==> config.mk <==
export PLATFORM = sky130hd
export DESIGN_NAME = div_restore16
export DESIGN_NICKNAME = d
export VERILOG_FILES = /design/src/rtl/div_restore16.sv
export SDC_FILE = /design/constraint.sdc
export NUM_CORES = 1
export LEC_CHECK = 0
export ABC_AREA = 1
export CORE_MARGIN = 2
export CORE_UTILIZATION = 50
export CTS_BUF_LIST = sky130_fd_sc_hd__clkbuf_16
export DETAILED_ROUTE_END_ITERATION = 7
export GPL_TIMING_DRIVEN = 0
export PLACE_DENSITY = 0.77
export SLEW_MARGIN = 20
export SYNTH_ARGS = -nofsm -noshare
export SYNTH_HDL_FRONTEND = slang
export SYNTH_SLANG_ARGS = --single-unit
==> constraint.sdc <==
create_clock -name clk -period 1.8 [get_ports clk]
set_input_delay 0.18 -clock clk [delete_from_list [all_inputs] [get_ports clk]]
set_output_delay 0.18 -clock clk [all_outputs]
set_load 0.005 [all_outputs]
==> src/rtl/div_restore16.sv <==
// Sequential 16-bit unsigned restoring divider with start/busy/done handshake.
// One trial subtraction per cycle; quotient/remainder land 17 cycles after start.
//
// state | meaning
// IDLE  | waiting for start; results from the previous operation are held
// RUN   | 16 shift/subtract iterations, one per cycle
// DONE  | results valid, one-cycle done pulse
module div_restore16 #(
  parameter int WIDTH = 16
) (
  input  logic             clk,
  input  logic             rst_n,
  input  logic             start,
  input  logic [WIDTH-1:0] dividend,
  input  logic [WIDTH-1:0] divisor,
  output logic             busy,
  output logic             done,
  output logic [WIDTH-1:0] quotient,
  output logic [WIDTH-1:0] remainder,
  output logic             div_by_zero
);

  typedef enum logic [1:0] {IDLE, RUN, DONE} state_t;

  state_t           state_q, state_d;
  logic [WIDTH-1:0] r_q, r_d;
  logic [WIDTH-1:0] q_q, q_d;
  logic [WIDTH-1:0] dv_q, dv_d;
  logic [4:0]       cnt_q, cnt_d;
  logic [WIDTH-1:0] quo_q, quo_d;
  logic [WIDTH-1:0] rem_q, rem_d;
  logic             dbz_q, dbz_d;
  logic             busy_q, done_q;

  logic [WIDTH:0]   s;
  logic [WIDTH-1:0] t;
  logic             borrow;

  // When no borrow, S - Dv < Dv, so the 16-bit truncated difference is exact.
  assign s      = {r_q, q_q[WIDTH-1]};
  assign borrow = (s < {1'b0, dv_q});
  assign t      = s[WIDTH-1:0] - dv_q;

  always_ff @(posedge clk) begin
    if (!rst_n) begin
      state_q <= IDLE;
      r_q     <= '0;
      q_q     <= '0;
      dv_q    <= '0;
      cnt_q   <= '0;
      quo_q   <= '0;
      rem_q   <= '0;
      dbz_q   <= 1'b0;
      busy_q  <= 1'b0;
      done_q  <= 1'b0;
    end else begin
      state_q <= state_d;
      r_q     <= r_d;
      q_q     <= q_d;
      dv_q    <= dv_d;
      cnt_q   <= cnt_d;
      quo_q   <= quo_d;
      rem_q   <= rem_d;
      dbz_q   <= dbz_d;
      busy_q  <= (state_d == RUN);
      done_q  <= (state_d == DONE);
    end
  end

  always_comb begin
    state_d = state_q;
    r_d     = r_q;
    q_d     = q_q;
    dv_d    = dv_q;
    cnt_d   = cnt_q;
    quo_d   = quo_q;
    rem_d   = rem_q;
    dbz_d   = dbz_q;
    case (state_q)
      IDLE: begin
        if (start) begin
          if (divisor != '0) begin
            r_d     = '0;
            q_d     = dividend;
            dv_d    = divisor;
            cnt_d   = '0;
            dbz_d   = 1'b0;
            state_d = RUN;
          end else begin
            quo_d   = '1;
            rem_d   = dividend;
            dbz_d   = 1'b1;
            state_d = DONE;
          end
        end
      end
      RUN: begin
        if (borrow) begin
          r_d = s[WIDTH-1:0];
          q_d = {q_q[WIDTH-2:0], 1'b0};
        end else begin
          r_d = t;
          q_d = {q_q[WIDTH-2:0], 1'b1};
        end
        cnt_d = cnt_q + 5'd1;
        if (cnt_q == 5'd15) begin
          quo_d   = q_d;
          rem_d   = r_d;
          state_d = DONE;
        end
      end
      DONE:    state_d = IDLE;
      default: state_d = IDLE;
    endcase
  end

  assign busy        = busy_q;
  assign done        = done_q;
  assign quotient    = quo_q;
  assign remainder   = rem_q;
  assign div_by_zero = dbz_q;

endmodule

Yosys cells after proc, flatten, opt, wreduce, memory -nomap -nowiden --
Cells that the tools add are included.
Operators by class: reductions and logical operators 7, $add $sub $neg 2, $lt $le $gt $ge 1, mux-type cells 24, eq/ne operators 8
Operators with widths (number):
- two-way mux 16 bit | 11
- one-hot mux 16 bit (2 select lines) | 4
- less-than comparator 17 x 16 -> 1 bit | 1
- nonzero test 16 bit | 1
- subtractor 16 bit | 1
- two-way mux 5 bit | 2
- one-hot mux 5 bit (2 select lines) | 1
- inequality test 2 bit, second input constant | 4
- two-way mux 2 bit | 3
- AND reduction 3 bit | 2
- adder 5 x 1 -> 5 bit, second input constant | 1
- equality test 5 x 4 -> 1 bit, second input constant | 1
- equality test 2 x 1 -> 1 bit, second input constant | 2
- one-hot mux 2 bit (2 select lines) | 1
- AND reduction 4 bit | 1
- equality test 2 bit, second input constant | 1
- zero test 2 bit | 1
- two-way mux 1 bit | 2
- AND reduction 2 bit | 1
- nonzero test 2 bit | 1
Storage, ports and cells: word-level logic and storage cells 52, bits in registers 90, input bits 35, output and inout port bits 35

Logic depth before layout (Yosys ltp) --
depth after elaboration 5, depth in mapped cells 16, gate-level depth less buffers 16

Worst setup path before layout --
Ideal clock, no wire load.
path type register to register, from register dv_q[12], to register rem_q[11], in the netlist remainder[11], stages on the path, launching flop included 14, period minus slack after synthesis 1.882 ns, library setup time 0.109 ns, data required time 1.691 ns, data arrival time 1.773 ns, buffers on the path 1, path slack -0.082 ns, path through dfxtp_1 -> inv_1 -> ha_1 -> nand2_1 -> inv_1 -> nand2_1 -> nand3_1 -> a21oi_2 -> a21oi_4 -> buf_6 -> nand2_2 -> nand3_1 -> nand2_1 -> inv_1
Between the ends: word-level cells in the longest chain between the ends 4
RTL lines:
- start: declaration | RTL line 28 | logic [WIDTH-1:0] dv_q, dv_d;
- start signal: assignment | RTL line 60 | dv_q <= dv_d;
- less-than comparator 17 x 16 -> 1 bit | RTL line 41 | assign borrow = (s < {1'b0, dv_q});
- two-way mux 16 bit | RTL line 98 | if (borrow) begin
- two-way mux 16 bit | RTL line 106 | if (cnt_q == 5'd15) begin
- one-hot mux 16 bit (2 select lines) | RTL line 79 | case (state_q)
- end signal: assignment | RTL line 63 | rem_q <= rem_d;
- end: declaration | RTL line 31 | logic [WIDTH-1:0] rem_q, rem_d;
No other way between the ends. The select of a mux whose other input is x is not followed. A chain may end at the register's enable or synchronous reset.

Final worst setup path --
from register r_q[7], to register rem_q[13], in the netlist remainder[13]
Between the ends: word-level cells in the longest chain between the ends 4, elaborated cells on any way between the ends 5, those cells by class 1 x add/sub; 1 x order compare; 3 x mux
RTL lines:
- start: declaration | RTL line 26 | logic [WIDTH-1:0] r_q, r_d;
- start signal: assignment | RTL line 58 | r_q <= r_d;
- subtractor 16 bit or less-than comparator 17 x 16 -> 1 bit (tied branches) | RTL line 42, 41
- two-way mux 16 bit (*) | RTL line 98
- two-way mux 16 bit (*) | RTL line 106
- one-hot mux 16 bit (2 select lines) (*) | RTL line 79
Mark *: on every way between the ends. The rest lies on a longest branch, timed or not. The select of a mux whose other input is x is not followed.

==> flow_metrics.tcl <==
set metrics [dict create \
    crit_family "simple AND/OR/NAND/NOR gates" \
    synth.top_cell.area_share_pct 36.9 \
    grt_pass1_wl_um 24500 \
    cpPeakStageDelay_ns 0.39 \
    crit_path_frequent_cell "nand2_2" \
    h-tree-depth 3 \
    clkSinkCount 90 \
    period_share_pct 122 \
    comb_power_share_pct 32.9 \
    clock_insertion_delay_worst_skew_ns 0.35 \
    seq_area_sq_mm 0.00184 \
    status "finished, violations left" \
    slowest_stage "dfxtp_2" \
    clock_skew_ns 0.00740 \
    p_int_mw 3.97 \
    min_period_ns 2.19 \
    leakagePower_nw 3.35 \
    areaGrowthSynthToFinish_pct 47.5 \
    switching_share_pct 34.5 \
    pwr_density_cell_mw_per_mm2 842 \
    critPathCapture "remainder[13]" \
    ys.flop_type "dfxtp_1" \
    clkSlewWorstSetupHoldPaths_ns 0.07 \
    track_usage_pct 30.1 \
    drtAntennaViolNets 0 \
    drtIter0Drc 534 \
    hold_viol 0 \
    final_cell_mix "nand2_1, inv_1, clkdlybuf4s50_1, o21ai_0" \
    grt_pass1_vias 5239 \
    worstPathRequired_ns 2.10 \
    rr_worst_depth 14 \
    vias 5643 \
    io_pins 70 \
    wire_per_inst_um 17.4 \
    place_congestion 0.942 \
    routed.top_layer "met4" \
    cp-end-kind "flop" \
    fmax_mhz 456 \
    synth_cells 717 \
    start_util_pct 50.7 \
    clockPowerShare_pct 31.5 \
    multi_input_area_sq_mm 0.00317 \
    critical_path_class "flop to flop" \
    max_cap_viol_count 0 \
    clock_path_buffers 2 \
    die_area_sq_mm 0.0106 \
    worst-r2r-setup-slack_ns -0.39 \
    cts_hold_buf 0 \
    setup.worst_path.start "r_q[7]" \
    wl_met3_um 1450 \
    seqPwrFrac_pct 35.6 \
    synth_area_leaders "dfxtp_1, nand2_1, inv_1" \
    synth_fp_nets 771 \
    rsz0062_at_grt "yes" \
    timing.final.ws_setup_ns -0.391 \
    syn_area_sq_mm 0.00488 \
    rows 36 \
    die_x_um 103 \
    cp.buffers_inverters 4 \
    cts_made_buffers 9 \
    wl_um 17000 \
    synth_edf_count 0 \
    avgViaCountPerCell 5.78 \
    slew_viol_final 0 \
    avgSynthCellArea_sq_um 6.81 \
    path_max_fanout 4 \
    reg2reg_from "r_q[7]" \
    async_reset_ff_share_pct 0 \
    ys_seq_elements 90 \
    drt_first_pass_iters 6 \
    cp_num_cells 14 \
    p_sw_mw 2.09 \
    worst_pin_slew_ns 0.510 \
    ir_drop_uv 476 \
    drive_above_1_share_pct 31.2 \
    port_buffers 69 \
    grt_max_degree 16 \
    antenna_found_initial 0 \
    worstPathCellList "ha_4 > nand2_2 > nand2_2 > inv_1 > nand2_2 > buf_4 > buf_4 > a21oi_1 > nand3_1 > nand2_1 > nand2_2 > nand3_2 > nand2_1 > inv_1" \
    fillers 675 \
    relSlewSlack_pct 66.0 \
    wl_met2_um 8340 \
    dieHeight_um 103 \
    critPathArrivalTime_ns 2.49 \
    hpwl_um 10200 \
    hold_slack_ns 0.457 \
    yosysWarningCount 0 \
    final_common_cell "nand2_1" \
    hold_class "flop to flop" \
    r2r_end "remainder[13]" \
    setup-tns-final_ns -6.98 \
    setup_violations 34 \
    core_sq_mm 0.00964 \
    nNetsFinal 892 \
    post-route-util_pct 74.7 \
    grt-ovfl-total 0 \
    synth_seq_area_share_pct 36.9 \
    cts_tree "built" \
    ys_types 37 \
    violations "negative setup slack" \
    synth_top_area_cell "dfxtp_1" \
    ctsRootBufferMaster "clkbuf_16" \
    wl_met1_um 6120 \
    antenna_cells 0 \
    crit_path_start_kind "flop" \
    drcViolationCount 0 \
]
## through the flow
step                setup WS [ns]  instance area, sq um  instances  total power [mW]
finish                     -0.391                  7200        976              6.06
global route               -0.428                  7200        976              6.24
CTS                       -0.0630                  6840        968              5.65
detailed placement         -0.591                  5830        919              3.43
global placement           -0.501                  5830        919              3.40
floorplan                 0.00317                  4970        717              3.09
## registers in the layout, summed over array words and instances (netlist names)
signal / flops
quotient: 16
dv_q: 16
r_q: 16
done: 1
state_q: 2
cnt_q: 5
q_q: 16
remainder: 16
busy: 1
div_by_zero: 1
## area by class of cell
type	instances	area share [%]
Buffer	34	3.93
Clock buffer	9	3.13
Clock inverter	7	0.973
Inverter	104	5.58
Multi-Input combinational cell	489	44.0
Sequential cell	90	25.6
Tap cell	133	2.31
Timing Repair Buffer	110	14.5
## cells in the mapped netlist (2+ instances only)
cell type,instances
nor2_4,2
nor3_1,3
buf_6,3
inv_1,102
nor2_1,67
clkbuf_1,16
nand3_1,49
o21ai_0,66
nand4_1,17
a21oi_1,61
xor2_1,8
ha_1,18
and2_1,2
dfxtp_1,90
nand2_1,156
nand2_2,10
buf_2,7
or2_2,2
a31oi_1,15
clkbuf_8,5
buf_4,2
## routing by layer
metal / vias to the layer above / GRT usage (%)
met4: 0 / 17.5
met2: 378 / 53.5
li1: 2568 / -
met1: 2578 / 33.9
met3: 119 / 4.95
met5: - / 0
## worst reg2reg max path: stages (launching register included)
cell and delay, ns:
dfxtp_2 0.39, ha_4 0.24, nand2_2 0.08, nand2_2 0.06, inv_1 0.08, nand2_2 0.08
buf_4 0.13, buf_4 0.12, a21oi_1 0.34, nand3_1 0.22, nand2_1 0.15, nand2_2 0.08
nand3_2 0.06, nand2_1 0.06, inv_1 0.05
## worst min-delay path by stage
| stage | start | end | slack, ns | cells after the start |
|---|---|---|---|---|
| 2_1_floorplan | start | div_by_zero | 0.34 | 2 |
| 6_report | cnt_q[0] | cnt_q[0] | 0.46 | 1 |
| 4_1_cts | cnt_q[0] | cnt_q[0] | 0.45 | 1 |
| 3_3_place_gp | dv_q[5] | dv_q[5] | 0.45 | 2 |
| 5_1_grt | cnt_q[0] | cnt_q[0] | 0.47 | 1 |
| 3_5_place_dp | dv_q[5] | dv_q[5] | 0.46 | 2 |
## logic make-up after synthesis
group / count (synthesis) / synth area share, %
xor gates and xnor gates: 9 / 1.61
adders and majority gates: 19 / 5.02
DFF: 90 / 36.9
AOI/OAI and AO/OA: 147 / 15.9
buffers and inverters: 138 / 12.6
and+or+nand+nor: 314 / 28.0
## power groups by stage
stage	Combinational [mW]	Clock, mW	Sequential (mW)
3_5_place_dp	1.25	0	2.18
6_report	1.99	1.91	2.16
3_3_place_gp	1.22	0	2.18
4_1_cts	1.62	1.88	2.15
5_1_grt	2.11	1.97	2.17
2_1_floorplan	0.922	0	2.17
## repair_timing
| item | 4_1_cts | 5_1_grt |
|---|---|---|
| setup endpoints to repair | 76 | 78 |
| setup buffers | 31 | 8 |
| resized for setup | 124 | 100 |
| pin swaps | 46 | 39 |
| cloned | 2 | 0 |
Note: power is estimated with default switching activity, not from simulation.
